<file path="src/rtl/ps2_pkg.sv">
// Shared PS/2 types and constants: transmitter FSM states, command bytes,
// frame edge numbering and the odd-parity helper.
package ps2_pkg;

    typedef enum logic [2:0] {
        IDLE,
        INHIBIT,
        RQST,
        SEND,
        ACK,
        WAITREL,
        DONE
    } tx_state_t;

    localparam logic [7:0] PS2_CMD_SETLED = 8'hED;
    localparam logic [7:0] PS2_CMD_RESET  = 8'hFF;
    localparam logic [7:0] PS2_RSP_ACK    = 8'hFA;

    // Device clock falling-edge numbers within a host-to-device frame.
    localparam logic [3:0] PS2_STOP_EDGE  = 4'd10;
    localparam logic [3:0] PS2_LAST_EDGE  = 4'd11;

    function automatic logic odd_parity(input logic [7:0] data);
        return ~^data;
    endfunction

endpackage

</file>
<file path="src/rtl/ps2_clk_filter.sv">
// PS/2 clock glitch filter: the filtered level only changes after FILTER_LEN
// identical samples; fall_edge_o is a 1-cycle pulse on a filtered 1->0.
import ps2_pkg::*;

module ps2_clk_filter #(
    parameter int FILTER_LEN = 8
) (
    input  logic clk,
    input  logic rst_n,
    input  logic ps2c_i,
    output logic fall_edge_o
);

    logic [FILTER_LEN-1:0] sr_q;
    logic [1:0]            hist_q;
    logic                  filt_d;

    always_comb begin
        filt_d = hist_q[0];
        if (&sr_q) begin
            filt_d = 1'b1;
        end else if (~|sr_q) begin
            filt_d = 1'b0;
        end
    end

    // Idle bus is high, so the history starts at 11 to avoid a spurious edge.
    always_ff @(posedge clk) begin
        if (!rst_n) begin
            sr_q   <= '1;
            hist_q <= 2'b11;
        end else begin
            sr_q   <= {sr_q[FILTER_LEN-2:0], ps2c_i};
            hist_q <= {hist_q[0], filt_d};
        end
    end

    assign fall_edge_o = hist_q[1] & ~hist_q[0];

endmodule

</file>
<file path="src/rtl/ps2_host_tx.sv">
// PS/2 host-to-device command transmitter with open-drain line enables.
// Optional watchdog on the device handshake: define PS2_TX_TIMEOUT_EN.
import ps2_pkg::*;

module ps2_host_tx #(
    parameter int INHIBIT_CYCLES = 5000,
    parameter int TIMEOUT_CYCLES = 750000,
    parameter int FILTER_LEN     = 8
) (
    input  logic       clk,
    input  logic       rst_n,
    input  logic [7:0] tx_data,
    input  logic       tx_wr,
    input  logic       ps2c_in,
    input  logic       ps2d_in,
    output logic       ps2c_oe,
    output logic       ps2d_oe,
    output logic       tx_busy,
    output logic       tx_done,
    output logic       tx_err,
    output logic       tx_active
);

    localparam int IW = (INHIBIT_CYCLES > 1) ? $clog2(INHIBIT_CYCLES) : 1;
    localparam logic [IW-1:0] INH_LAST = IW'(INHIBIT_CYCLES - 1);

    if (INHIBIT_CYCLES < 2 || FILTER_LEN < 2 ||
        TIMEOUT_CYCLES < 2 || TIMEOUT_CYCLES > 1048575) begin : g_param_check
        $error("ps2_host_tx: parameter out of range");
    end

    tx_state_t     state_q;
    logic [8:0]    frame_q;
    logic [IW-1:0] inh_q;
    logic [3:0]    cnt_q;
    logic [3:0]    cnt_d;
    logic          ps2c_oe_q;
    logic          ps2d_oe_q;
    logic          tx_busy_q;
    logic          tx_done_q;
    logic          tx_err_q;
    logic          fall_edge;

    ps2_clk_filter #(
        .FILTER_LEN (FILTER_LEN)
    ) u_clk_filter (
        .clk         (clk),
        .rst_n       (rst_n),
        .ps2c_i      (ps2c_in),
        .fall_edge_o (fall_edge)
    );

    // Edge counter saturates so stray clocks after the ack cannot wrap it.
    always_comb begin
        cnt_d = (cnt_q == PS2_LAST_EDGE) ? cnt_q : cnt_q + 4'd1;
    end

`ifdef PS2_TX_TIMEOUT_EN
    localparam logic [19:0] WD_LAST = 20'(TIMEOUT_CYCLES - 1);
    logic [19:0] wd_q;
    logic [19:0] wd_d;

    always_comb begin
        wd_d = wd_q + 20'd1;
    end
`endif

    always_ff @(posedge clk) begin
        if (!rst_n) begin
            state_q   <= IDLE;
            frame_q   <= '0;
            inh_q     <= '0;
            cnt_q     <= '0;
            ps2c_oe_q <= 1'b0;
            ps2d_oe_q <= 1'b0;
            tx_busy_q <= 1'b0;
            tx_done_q <= 1'b0;
            tx_err_q  <= 1'b0;
`ifdef PS2_TX_TIMEOUT_EN
            wd_q      <= '0;
`endif
        end else begin
            tx_done_q <= 1'b0;
            case (state_q)
                IDLE: begin
                    if (tx_wr) begin
                        frame_q   <= {odd_parity(tx_data), tx_data};
                        tx_err_q  <= 1'b0;
                        tx_busy_q <= 1'b1;
                        ps2c_oe_q <= 1'b1;
                        inh_q     <= '0;
                        state_q   <= INHIBIT;
                    end
                end
                INHIBIT: begin
                    if (inh_q == INH_LAST) begin
                        ps2d_oe_q <= 1'b1;
                        state_q   <= RQST;
                    end else begin
                        inh_q <= inh_q + 1'b1;
                    end
                end
                RQST: begin
                    ps2c_oe_q <= 1'b0;
                    cnt_q     <= '0;
                    state_q   <= SEND;
`ifdef PS2_TX_TIMEOUT_EN
                    wd_q      <= 20'd1;
`endif
                end
                // Edges 1..9 shift out data LSB first then parity; edge 10 releases for stop.
                SEND: begin
                    if (fall_edge) begin
                        cnt_q <= cnt_d;
                        if (cnt_d == PS2_STOP_EDGE) begin
                            ps2d_oe_q <= 1'b0;
                            state_q   <= ACK;
                        end else begin
                            ps2d_oe_q <= ~frame_q[cnt_q];
                        end
                    end
                end
                ACK: begin
                    if (fall_edge) begin
                        cnt_q    <= cnt_d;
                        tx_err_q <= ps2d_in;
                        state_q  <= WAITREL;
                    end
                end
                WAITREL: begin
                    if (ps2c_in && ps2d_in) begin
                        tx_done_q <= 1'b1;
                        state_q   <= DONE;
                    end
                end
                DONE: begin
                    tx_busy_q <= 1'b0;
                    state_q   <= IDLE;
                end
                default: begin
                    state_q <= IDLE;
                end
            endcase
`ifdef PS2_TX_TIMEOUT_EN
            if (state_q == SEND || state_q == ACK || state_q == WAITREL) begin
                if (wd_q == WD_LAST) begin
                    ps2c_oe_q <= 1'b0;
                    ps2d_oe_q <= 1'b0;
                    tx_err_q  <= 1'b1;
                    tx_done_q <= 1'b1;
                    state_q   <= DONE;
                end else begin
                    wd_q <= wd_d;
                end
            end
`endif
        end
    end

    assign ps2c_oe   = ps2c_oe_q;
    assign ps2d_oe   = ps2d_oe_q;
    assign tx_busy   = tx_busy_q;
    assign tx_done   = tx_done_q;
    assign tx_err    = tx_err_q;
    assign tx_active = tx_busy_q;

endmodule

</file>
<file path="config.mk">
export PLATFORM = sky130hd
export DESIGN_NAME = ps2_host_tx
export DESIGN_NICKNAME = d
export VERILOG_FILES = /design/src/rtl/ps2_pkg.sv /design/src/rtl/ps2_clk_filter.sv /design/src/rtl/ps2_host_tx.sv
export SDC_FILE = /design/constraint.sdc
export NUM_CORES = 1
export LEC_CHECK = 0
export BUFFER_PORTS_ARGS = -buffer_cell sky130_fd_sc_hd__buf_2
export CAP_MARGIN = 20
export CORE_MARGIN = 2
export CORE_UTILIZATION = 45
export CTS_CLUSTER_DIAMETER = 200
export CTS_CLUSTER_SIZE = 25
export DETAILED_ROUTE_END_ITERATION = 16
export GPL_TIMING_DRIVEN = 0
export PLACE_DENSITY = 0.65
export SETUP_SLACK_MARGIN = 0.1
export SLEW_MARGIN = 40
export SYNTH_ARGS = -nofsm -noshare
export SYNTH_HDL_FRONTEND = slang
export SYNTH_HIERARCHICAL = 1
export SYNTH_SLANG_ARGS = --single-unit
</file>
<file path="constraint.sdc">
create_clock -name clk -period 1.75 [get_ports clk]
set_input_delay 0.175 -clock clk [delete_from_list [all_inputs] [get_ports clk]]
set_output_delay 0.175 -clock clk [all_outputs]
set_load 0.05 [all_outputs]
</file>
---- Word level (Yosys, flattened, before mapping) ----
Index checks and enable logic that the tools add are counted.
word-level totals
  bits in registers ....................... 44
  latch bits .............................. 0
  RAM bits ................................ 0
  bits in read-only memories .............. 0
  bits of input ports ..................... 13
  output and inout port bits .............. 6
  logic and storage cells ................. 84
  memories kept ........................... 0
cells by class
  $add $sub $neg .......................... 2
  multiply operators ...................... 0
  div/mod/pow operators ................... 0
  $lt $le $gt $ge ......................... 1
  eq/ne operators ......................... 17
  shifts and indexed selects .............. 0
  muxes and demuxes ....................... 26
  bitwise logic cells ..................... 4
  reductions and logical operators ........ 22
operator list
  operator                                                     count
  two-way mux 13 bit                                           2
  one-hot mux 13 bit (2 select lines)                          1
  two-way mux 3 bit                                            6
  one-hot mux 3 bit (6 select lines)                           1
  inequality test 2 bit (second input constant)                7
  adder 13 x 1 -> 13 bit (second input constant)               1
  == test 13 bit (second input constant)                       1
  nonzero test 2 bit                                           6
  AND reduction 2 bit                                          5
  == test 3 bit (second input constant)                        3
  AND reduction 3 bit                                          3
  == test 4 bit (second input constant)                        2
  two-way mux 1 bit                                            8
  two-way mux 4 bit                                            2
  one-hot mux 1 bit (2 select lines)                           4
  one-hot mux 4 bit (2 select lines)                           1
  AND reduction 8 bit                                          1
  OR reduction 8 bit                                           1
  XNOR reduction 8 bit                                         1
  == test 3 x 2 -> 1 bit (second input constant)               2
  AND reduction 6 bit                                          1
  less-than comparator 4 x 5 -> 1 bit (second input constant)  1
  adder 4 x 1 -> 4 bit (second input constant)                 1
  binary-select mux 1 bit (select 4 bit)                       1
  7 further kinds                                              10

---- Longest topological paths before layout ----
Gate-level depths: netlist (run 1).
  word-level depth ........................ 6
  depth in mapped cells ................... 6
  gate-level depth less buffers ........... 5

---- By module ----
Netlist (run 1), hierarchy kept.
modules (own cells, without submodules)
  module          times used  cells an instance  area each (µm²)  sequential area each (µm²)
  ps2_host_tx     1           237                1995.7           680.7
  ps2_clk_filter  1           26                 302.8            200.2

---- Least setup slack after synthesis (run 1) ----
Ideal clock, no wire load.
  path type ............................... register to register
  start point ............................. register u_clk_filter.hist_q[1]
  end point ............................... register state_q[1]
  setup time .............................. 0.120 ns
  arrival ................................. 1.407 ns
  slack ................................... 0.223 ns
  cell stages (with the launch flop) ...... 6
  period minus slack after synthesis ...... 1.527 ns
  cells stage by stage .................... dfxtp_1 -> nor2b_1 -> nand2_1 -> and3_1 -> mux2_1 -> o31a_1
on the way
  word-level cells in the longest chain between the ends .. 3
  elaborated cells on any way between the ends .. 4
  those cells by class .................... eq/ne (2); bitwise (1); reduce/logical (1)
RTL lines
  item                             RTL line              text
  start: declaration               ps2_clk_filter.sv:15  logic [1:0] hist_q;
  start signal: assignment         ps2_clk_filter.sv:34  hist_q <= {hist_q[0], filt_d};
  AND 1 bit *                      ps2_clk_filter.sv:38  assign fall_edge_o = hist_q[1] & ~hist_q[0];
  net fall_edge                    ps2_host_tx.sv:42     logic fall_edge;
  inequality test 2 bit (no line)  -
  AND reduction 6 bit (no line) *  -
  end signal: assignment           ps2_host_tx.sv:70     state_q <= IDLE;
  end signal: assignment           ps2_host_tx.sv:92     state_q <= INHIBIT;
  end signal: assignment           ps2_host_tx.sv:98     state_q <= RQST;
  end: declaration                 ps2_host_tx.sv:32     tx_state_t state_q;
Mark *: on every way through the listed nets, which the timed path passes. The rest lies on a longest branch.
A chain may end at the register's enable or synchronous reset.

---- Worst setup path in the final report (run 1) ----
  start point ............................. register inh_q[1]
  end point ............................... register inh_q[2]
on the way
  word-level cells in the longest chain between the ends .. 3
  elaborated cells on any way between the ends .. 6
  those cells by class .................... add/sub (1); eq/ne (2); mux (2); reduce/logical (1)
RTL lines
  item                                                                        RTL line                               text
  start: declaration                                                          ps2_host_tx.sv:34                      logic [IW-1:0] inh_q;
  start signal: assignment                                                    ps2_host_tx.sv:100                     inh_q <= inh_q + 1'b1;
  adder 13 x 1 -> 13 bit or == test 13 bit (tied branches)                    ps2_host_tx.sv:100, ps2_host_tx.sv:96
  two-way mux 13 bit or inequality test 2 bit (tied branches)                 -
  one-hot mux 13 bit (2 select lines) or AND reduction 3 bit (tied branches)  -
Several ways; a longest one is shown, not always the timed one. The select of a mux whose other input is x is not followed.

==> results by group, run 1 <==
Power
  – VDD IR max: 0.5727 mV
  – Pwr Density: 1048 nW/um^2
  – Pleak: 0.9307 nW

Drt
  – DRT iter0 DRCs: 152
  – Antenna Nets Post-Route: 0
  – Avg WL per Cell: 13.99 um
  – Via Count: 1,979
  – WL final: 5008 um
  – DRC Markers: 0
  – Avg Vias per Cell: 5.528
  – DRT Pass-1 Iters: 4

Synth
  – Async set-reset flop share out of synthesis: 0
  – Syn avg cell area: 8.739 sq um
  – Synth Instances: 263
  – Number of synthesized flops with an enable pin: 0
  – Post-synth top flop: dfxtp_1
  – Register area share after synthesis: 0.3832
  – Yosys warns: 6
  – Library cells used by synthesis: 59
  – Syn Nets: 279
  – Synth Register Bits: 44
  – Post-Syn Area: 2298 sq um

Global routing
  – Overflow after GRT: 0
  – Initial antenna violation count: 0
  – Vias in the first global route: 1,793
  – GRT Total Usage: 0.1891
  – Largest net degree at the start of global routing: 14
  – First-pass GRT wire length: 8148 um

Place
  – Pre-CTS WS: -0.02400 ns
  – Port-buffer cells: 18
  – HPWL reported at the end of detailed placement: 3716 um
  – Placed inst area: 2476 sq um
  – GPL Wtd Cong: 0.8437

Die
  – Initial Util: 0.4588
  – Die H: 75.47 um
  – Die Area: 5696 sq um
  – # rows: 26
  – Io pins: 19
  – Die width: 75.47 um
  – Placeable Area: 5010 sq um

Setup path
  – WS Path Type: flip-flop to flip-flop
  – Critical path required time: 1.97 ns
  – Crit path launch type: flip-flop
  – Setup crit end kind: flip-flop
  – Worst EP arrival: 1.80 ns
  – Crit Path Max Fanout: 5

Clocking
  – Clk root buf: clkbuf_8
  – CTS tree: done
  – Clock sink count: 44
  – Clock Path Buffers: 2
  – Clock transition at path regs: 0.08 ns
  – CTS Buf Count: 5
  – H-tree depth: 2
  – Skew-Pair Late Insertion Delay: 0.29 ns
  – Postcts setup bufs: 0

Timing
  – Fin crit share: 0.9021
  – RSZ-0062 raised after global routing: false
  – Rel. slew slack: 0.6206
  – Hold Fails Final Rpt: 0
  – Post-route setup slack: 0.1713 ns
  – Final period demand of the worst path: 1.579 ns
  – Fmax achieved: 633.4 MHz
  – Worst Tran Pin Value: 0.5691 ns
  – Pins Over Slew Limit: 0
  – Final setup violation count: 0
  – Fin Clk Skew: 0.005618 ns

Layout
  – Share of layout cells above drive strength 1: 0.1944
  – Layout Utilization: 0.5230
  – Cell area after layout: 2620 sq um
  – Nets@finish: 304
  – Layout Area Growth over Synthesis: 13.99%
  – Storage cell area: 882.1 sq um
  – Antenna fix cells: 0
  – Multi-input gate area: 1364 sq um
  – Fill cell count: 511

Min path
  – Worst Hold Class: input pin to flip-flop

Status
  – Status: finished clean

Run
  – Max cap viols: 0
## cell usage after synthesis, types with 3 or more instances
| library cell | n | area, sq um |
|---|---|---|
| o211ai_1 | 3 | 22.52 |
| and3_1 | 3 | 18.77 |
| o31ai_1 | 3 | 22.52 |
| nand4_1 | 9 | 56.30 |
| inv_1 | 8 | 30.03 |
| nand3_1 | 7 | 35.03 |
| or4_1 | 5 | 37.54 |
| o21ai_0 | 5 | 25.02 |
| ha_1 | 3 | 37.54 |
| or3_1 | 5 | 31.28 |
| a31oi_1 | 4 | 25.02 |
| nor2b_1 | 4 | 25.02 |
| xnor2_1 | 6 | 52.55 |
| nor2_1 | 8 | 30.03 |
| buf_4 | 3 | 22.52 |
| and2_1 | 5 | 31.28 |
| nand2_1 | 35 | 131.4 |
| mux2i_1 | 6 | 60.06 |
| nand2b_1 | 16 | 100.1 |
| clkbuf_1 | 4 | 15.01 |
| a21oi_1 | 21 | 105.1 |
| dfxtp_1 | 44 | 880.8 |
| buf_2 | 6 | 30.03 |
## worst paths after layout
check        slack (ns)       start              endpoint  cells after the start
max                0.17    inh_q[1]              inh_q[2]                      5
min                0.09     ps2c_in  u_clk_filter/sr_q[0]                      2
max reg2reg        0.17    inh_q[1]              inh_q[2]                      5
min reg2reg        0.46  frame_q[3]            frame_q[3]                      2
## kinds of logic after synthesis
family | share of synthesized area
simple gates | 0.2956
fa+ha+maj | 0.01633
compound gates | 0.1715
buf+inv | 0.04736
flops | 0.3832
xor+xnor | 0.03049
mux | 0.05552
## stage by stage
| step | hold slack (ns) | setup TNS (ns) | total power, mW | cells |
|---|---|---|---|---|
| after global placement | 0.3808 | -0.01897 | 2.087 | 351 |
| after CTS | 0.08386 | 0 | 2.725 | 358 |
| after detailed placement | 0.3934 | -0.02400 | 2.102 | 351 |
| final | 0.09027 | 0 | 2.745 | 358 |
| after floorplan | 0.2480 | 0 | 1.895 | 263 |
| after global routing | 0.09524 | 0 | 2.895 | 358 |
## placed cells by master (no fill, tap or decap), types with 6 or more instances in the layout
master    netlist  final
a21oi_1        21     21
mux2i_1         6      6
nand3_1         7      6
inv_1           8      8
xnor2_1         6      6
nand2b_1       16     16
buf_2           6     22
nor2_1          8      8
nand4_1         9      9
nand2_1        35     33
dfxtp_1        44     43
## per-layer routing
layer	GRT usage	up-vias	share of wire
met4	0.06238	0	0.013
met5	0	-	0
li1	-	1003	-
met2	0.3043	35	0.45
met3	0.03836	8	0.034
met1	0.2547	933	0.50
## timing repair
item	4_1_cts	5_1_grt
hold buffers	0	0
cloned	0	0
gates resized for setup	5	11
endpoints found under the setup margin	11	9
pin swaps	0	1
## critical path: stages, from the launching register on
cell	delay, ns
dfxtp_1	0.41
ha_4	0.18
and4b_1	0.24
nand4_1	0.22
a31o_1	0.31
a21oi_1	0.14
## flip-flops by register name (all words and copies together) (netlist names)
| register | count |
|---|---|
| cnt_q | 4 |
| frame_q | 9 |
| inh_q | 13 |
| ps2c_oe | 1 |
| ps2d_oe | 1 |
| state_q | 3 |
| tx_active | 1 |
| tx_done | 1 |
| tx_err | 1 |
| u_clk_filter/hist_q | 2 |
| u_clk_filter/sr_q | 8 |
## layout make-up
| cell class | instances | area share |
|---|---|---|
| Multi-Input combinational cell | 197 | 0.5205 |
| Sequential cell | 44 | 0.3367 |
| Timing Repair Buffer | 18 | 0.03438 |
| Tap cell | 70 | 0.03343 |
| Buffer | 14 | 0.03247 |
| Clock buffer | 5 | 0.02627 |
| Inverter | 8 | 0.01146 |
| Clock inverter | 2 | 0.004776 |
## report_power, final
group | internal (mW) | total, mW | leakage, nW | switching (mW)
Clock | 0.271 | 0.614 | 0.0400 | 0.343
Combinational | 0.393 | 0.981 | 0.532 | 0.588
Sequential | 1.09 | 1.15 | 0.358 | 0.0556
(Power assumes the default switching activity.)
==> run 2: changes to the inputs <==
--- a/config.mk
+++ b/config.mk
@@ -13,7 +13,7 @@
 export CTS_CLUSTER_SIZE = 25
 export DETAILED_ROUTE_END_ITERATION = 16
 export GPL_TIMING_DRIVEN = 0
-export PLACE_DENSITY = 0.65
+export PLACE_DENSITY = 0.67
 export SETUP_SLACK_MARGIN = 0.1
 export SLEW_MARGIN = 40
 export SYNTH_ARGS = -nofsm -noshare
==> constraint.sdc (replaced) <==
create_clock -name clk -period 1.34 [get_ports clk]
set_input_delay 0.134 -clock clk [delete_from_list [all_inputs] [get_ports clk]]
set_output_delay 0.134 -clock clk [all_outputs]
set_load 0.05 [all_outputs]
==> results by group, run 2 (synthesized netlist as in run 1, its figures left out) <==
Clocking
  – Hold Buf Count CTS: 0 (unchanged)
  – Clock Path Buffers: 2 (unchanged)
  – Skew-Pair Late Insertion Delay: 0.31 ns (+0.02 ns)
  – Clk root buf: clkbuf_8
  – Clock sink count: 44 (unchanged)
  – Clock transition at path regs: 0.09 ns (about the same)
  – CTS tree: done
  – H-tree depth: 2 (unchanged)
  – CTS Buf Count: 5 (unchanged)

Die
  – Die H: 75.47 um (unchanged)
  – Die Area: 5696 sq um (unchanged)
  – Initial Util: 0.4588 (unchanged)
  – Placeable Area: 5010 sq um (unchanged)
  – # rows: 26 (unchanged)
  – Die width: 75.47 um (unchanged)
  – Io pins: 19 (unchanged)

Layout
  – Max reg flops: 13 (unchanged)
  – Largest Register: inh_q
  – Share of layout cells above drive strength 1: 0.4781 (+0.2837)
  – Antenna fix cells: 0 (unchanged)
  – Layout Area Growth over Synthesis: 43.33%
  – Nets@finish: 335 (+10%)
  – Fill cell count: 420 (-18%)
  – Layout Utilization: 0.6576 (+0.1346)
  – Commonest non-fill, non-tap cells in the layout: 29 x dfxtp_1, 23 x nand2_1, 21 x buf_2, 21 x buf_4, 15 x a21oi_2
  – Biggest regs: inh_q x13, frame_q x9, u_clk_filter/sr_q x8
  – Commonest non-fill, non-tap cell in the layout: dfxtp_1

Timing
  – Fin crit share: 1.110 (+0.2082)
  – Fmax achieved: 672.1 MHz (+6.1%)
  – Worst Tran Pin Value: 0.6421 ns (+0.07303 ns)
  – Final period demand of the worst path: 1.488 ns (-0.09095 ns)
  – Pins Over Slew Limit: 0 (unchanged)
  – RSZ-0062 raised after global routing: true
  – Hold Fails Final Rpt: 0 (unchanged)
  – Fin Clk Skew: 0.008839 ns (+0.003221 ns)
  – Post-route setup slack: -0.1478 ns (-0.3190 ns)
  – Rel. slew slack: 0.5719 (-0.04868)
  – Final setup violation count: 30 (+30)

Global routing
  – Vias in the first global route: 2,041 (+14%)
  – GRT Total Usage: 0.2262 (+0.03706)
  – Initial antenna violation count: 0 (unchanged)
  – First-pass GRT wire length: 9818 um (+20%)
  – Largest net degree at the start of global routing: 15 (+1)
  – Overflow after GRT: 0 (unchanged)

Setup path
  – Setup crit end kind: flip-flop
  – Top cell by count, worst path: buf_6
  – Worst EP arrival: 1.71 ns (-0.09 ns)
  – Critical path buffer and inverter count: 2 (+2)
  – Worst r2r dst: state_q[0]
  – Crit path launch type: flip-flop
  – Critical path required time: 1.56 ns (-0.41 ns)
  – CP delay by family, top: compound AO/OA/AOI/OAI gates
  – RR Startpoint: cnt_q[0]
  – Worst R2R Path Depth: 6 (+1)
  – Crit path largest cell delay: 0.36 ns (-0.05 ns)
  – R2r setup slk: -0.15 ns (-0.32 ns)
  – WP depth: 6 (+1)
  – Crit Path Max Fanout: 6 (+1)
  – Worst path cell trace: buf_6, buf_6, and4b_1, o211ai_1, a31oi_1, o221ai_1
  – WS Path Type: flip-flop to flip-flop
  – Slowest cell on the critical path: dfxtp_4

Min path
  – Worst Hold Launch: ps2c_in
  – Hold Crit Depth: 2 (unchanged)
  – WHS Endpoint: u_clk_filter/sr_q[0]
  – Worst Hold Class: input pin to flip-flop

Power
  – Total Power: 4.457 mW (+62%)
  – Pwr Density: 1353 nW/um^2 (+29%)
  – Pleak: 1.212 nW (+30%)
  – VDD IR max: 0.8073 mV (+41%)

Place
  – HPWL reported at the end of detailed placement: 3517 um (-5.4%)
  – GPL Wtd Cong: 0.8287 (-1.8%)
  – Pre-CTS WS: -0.1698 ns (-0.1458 ns)
  – Port-buffer cells: 18 (unchanged)

Drt
  – WL final: 6009 um (+20%)
  – DRC Markers: 0 (unchanged)
  – Via Count: 2,212 (+12%)
  – Avg WL per Cell: 15.41 um (+10%)
  – DRT Pass-1 Iters: 4 (unchanged)
  – Antenna Nets Post-Route: 0 (unchanged)
  – DRT iter0 DRCs: 158 (+3.9%)
  – Avg Vias per Cell: 5.672 (+2.6%)

Run
  – Max cap viols: 0 (unchanged)

Status
  – Status: finished with violations
  – Failing checks: setup timing
[run 2: worst max-delay path by stage]
stage	start	endpoint	slack [ns]
final	cnt_q[0]	state_q[0]	-0.15
after floorplan	cnt_q[0]	ps2d_oe	-0.01
after global routing	u_clk_filter/hist_q[0]	cnt_q[1]	-0.21
after detailed placement	inh_q[10]	inh_q[0]	-0.17
after CTS	cnt_q[0]	ps2d_oe	-0.11
after global placement	state_q[0]	inh_q[10]	-0.19
[run 2: what timing repair did]
action,in CTS,in global routing
pin swaps,30,32
setup buffers,24,4
hold endpoints to repair,0,0
gates cloned,3,0
setup endpoints to repair,32,33
resized for setup,47,48
[run 2: per-stage QoR]
stage               cells  instance area, sq um  hold slack [ns]  setup TNS (ns)
floorplan             263                  2404           0.2070        -0.01973
global placement      351                  2581           0.3299          -2.058
detailed placement    351                  2581           0.3368          -2.152
CTS                   386                  3092          0.01789          -1.361
global route          390                  3294          0.03489          -4.526
finish                390                  3294          0.01890          -2.761
[run 2: layout make-up]
| type | count | area [sq um] | share of cell area |
|---|---|---|---|
| inverters | 8 | 33.78 | 0.01025 |
| plain buffers | 14 | 132.6 | 0.04026 |
| repair buffers | 49 | 382.9 | 0.1162 |
| multi-input cells | 197 | 1648 | 0.5002 |
| clock buffers | 6 | 82.58 | 0.02507 |
| well taps | 70 | 87.58 | 0.02659 |
| clock inverters | 2 | 15.01 | 0.004558 |
| flip-flops and latches | 44 | 912.1 | 0.2769 |
[run 2: power breakdown]
group          leakage [nW]  switching, mW  internal (mW)  total [mW]
sequential            0.361         0.0858           1.44        1.52
clock                0.0434          0.482          0.418       0.899
combinational         0.807           1.05          0.982        2.03
total                  1.21           1.62           2.84        4.46
[run 2: metal layers]
layer  vias to the layer above  track usage  wire length (um)
li1                       1069            -                 -
met1                      1085       0.2820              2596
met3                        10      0.05423               222
met4                         0      0.07797                82
met5                         -            0                 0
met2                        48       0.3826              3107
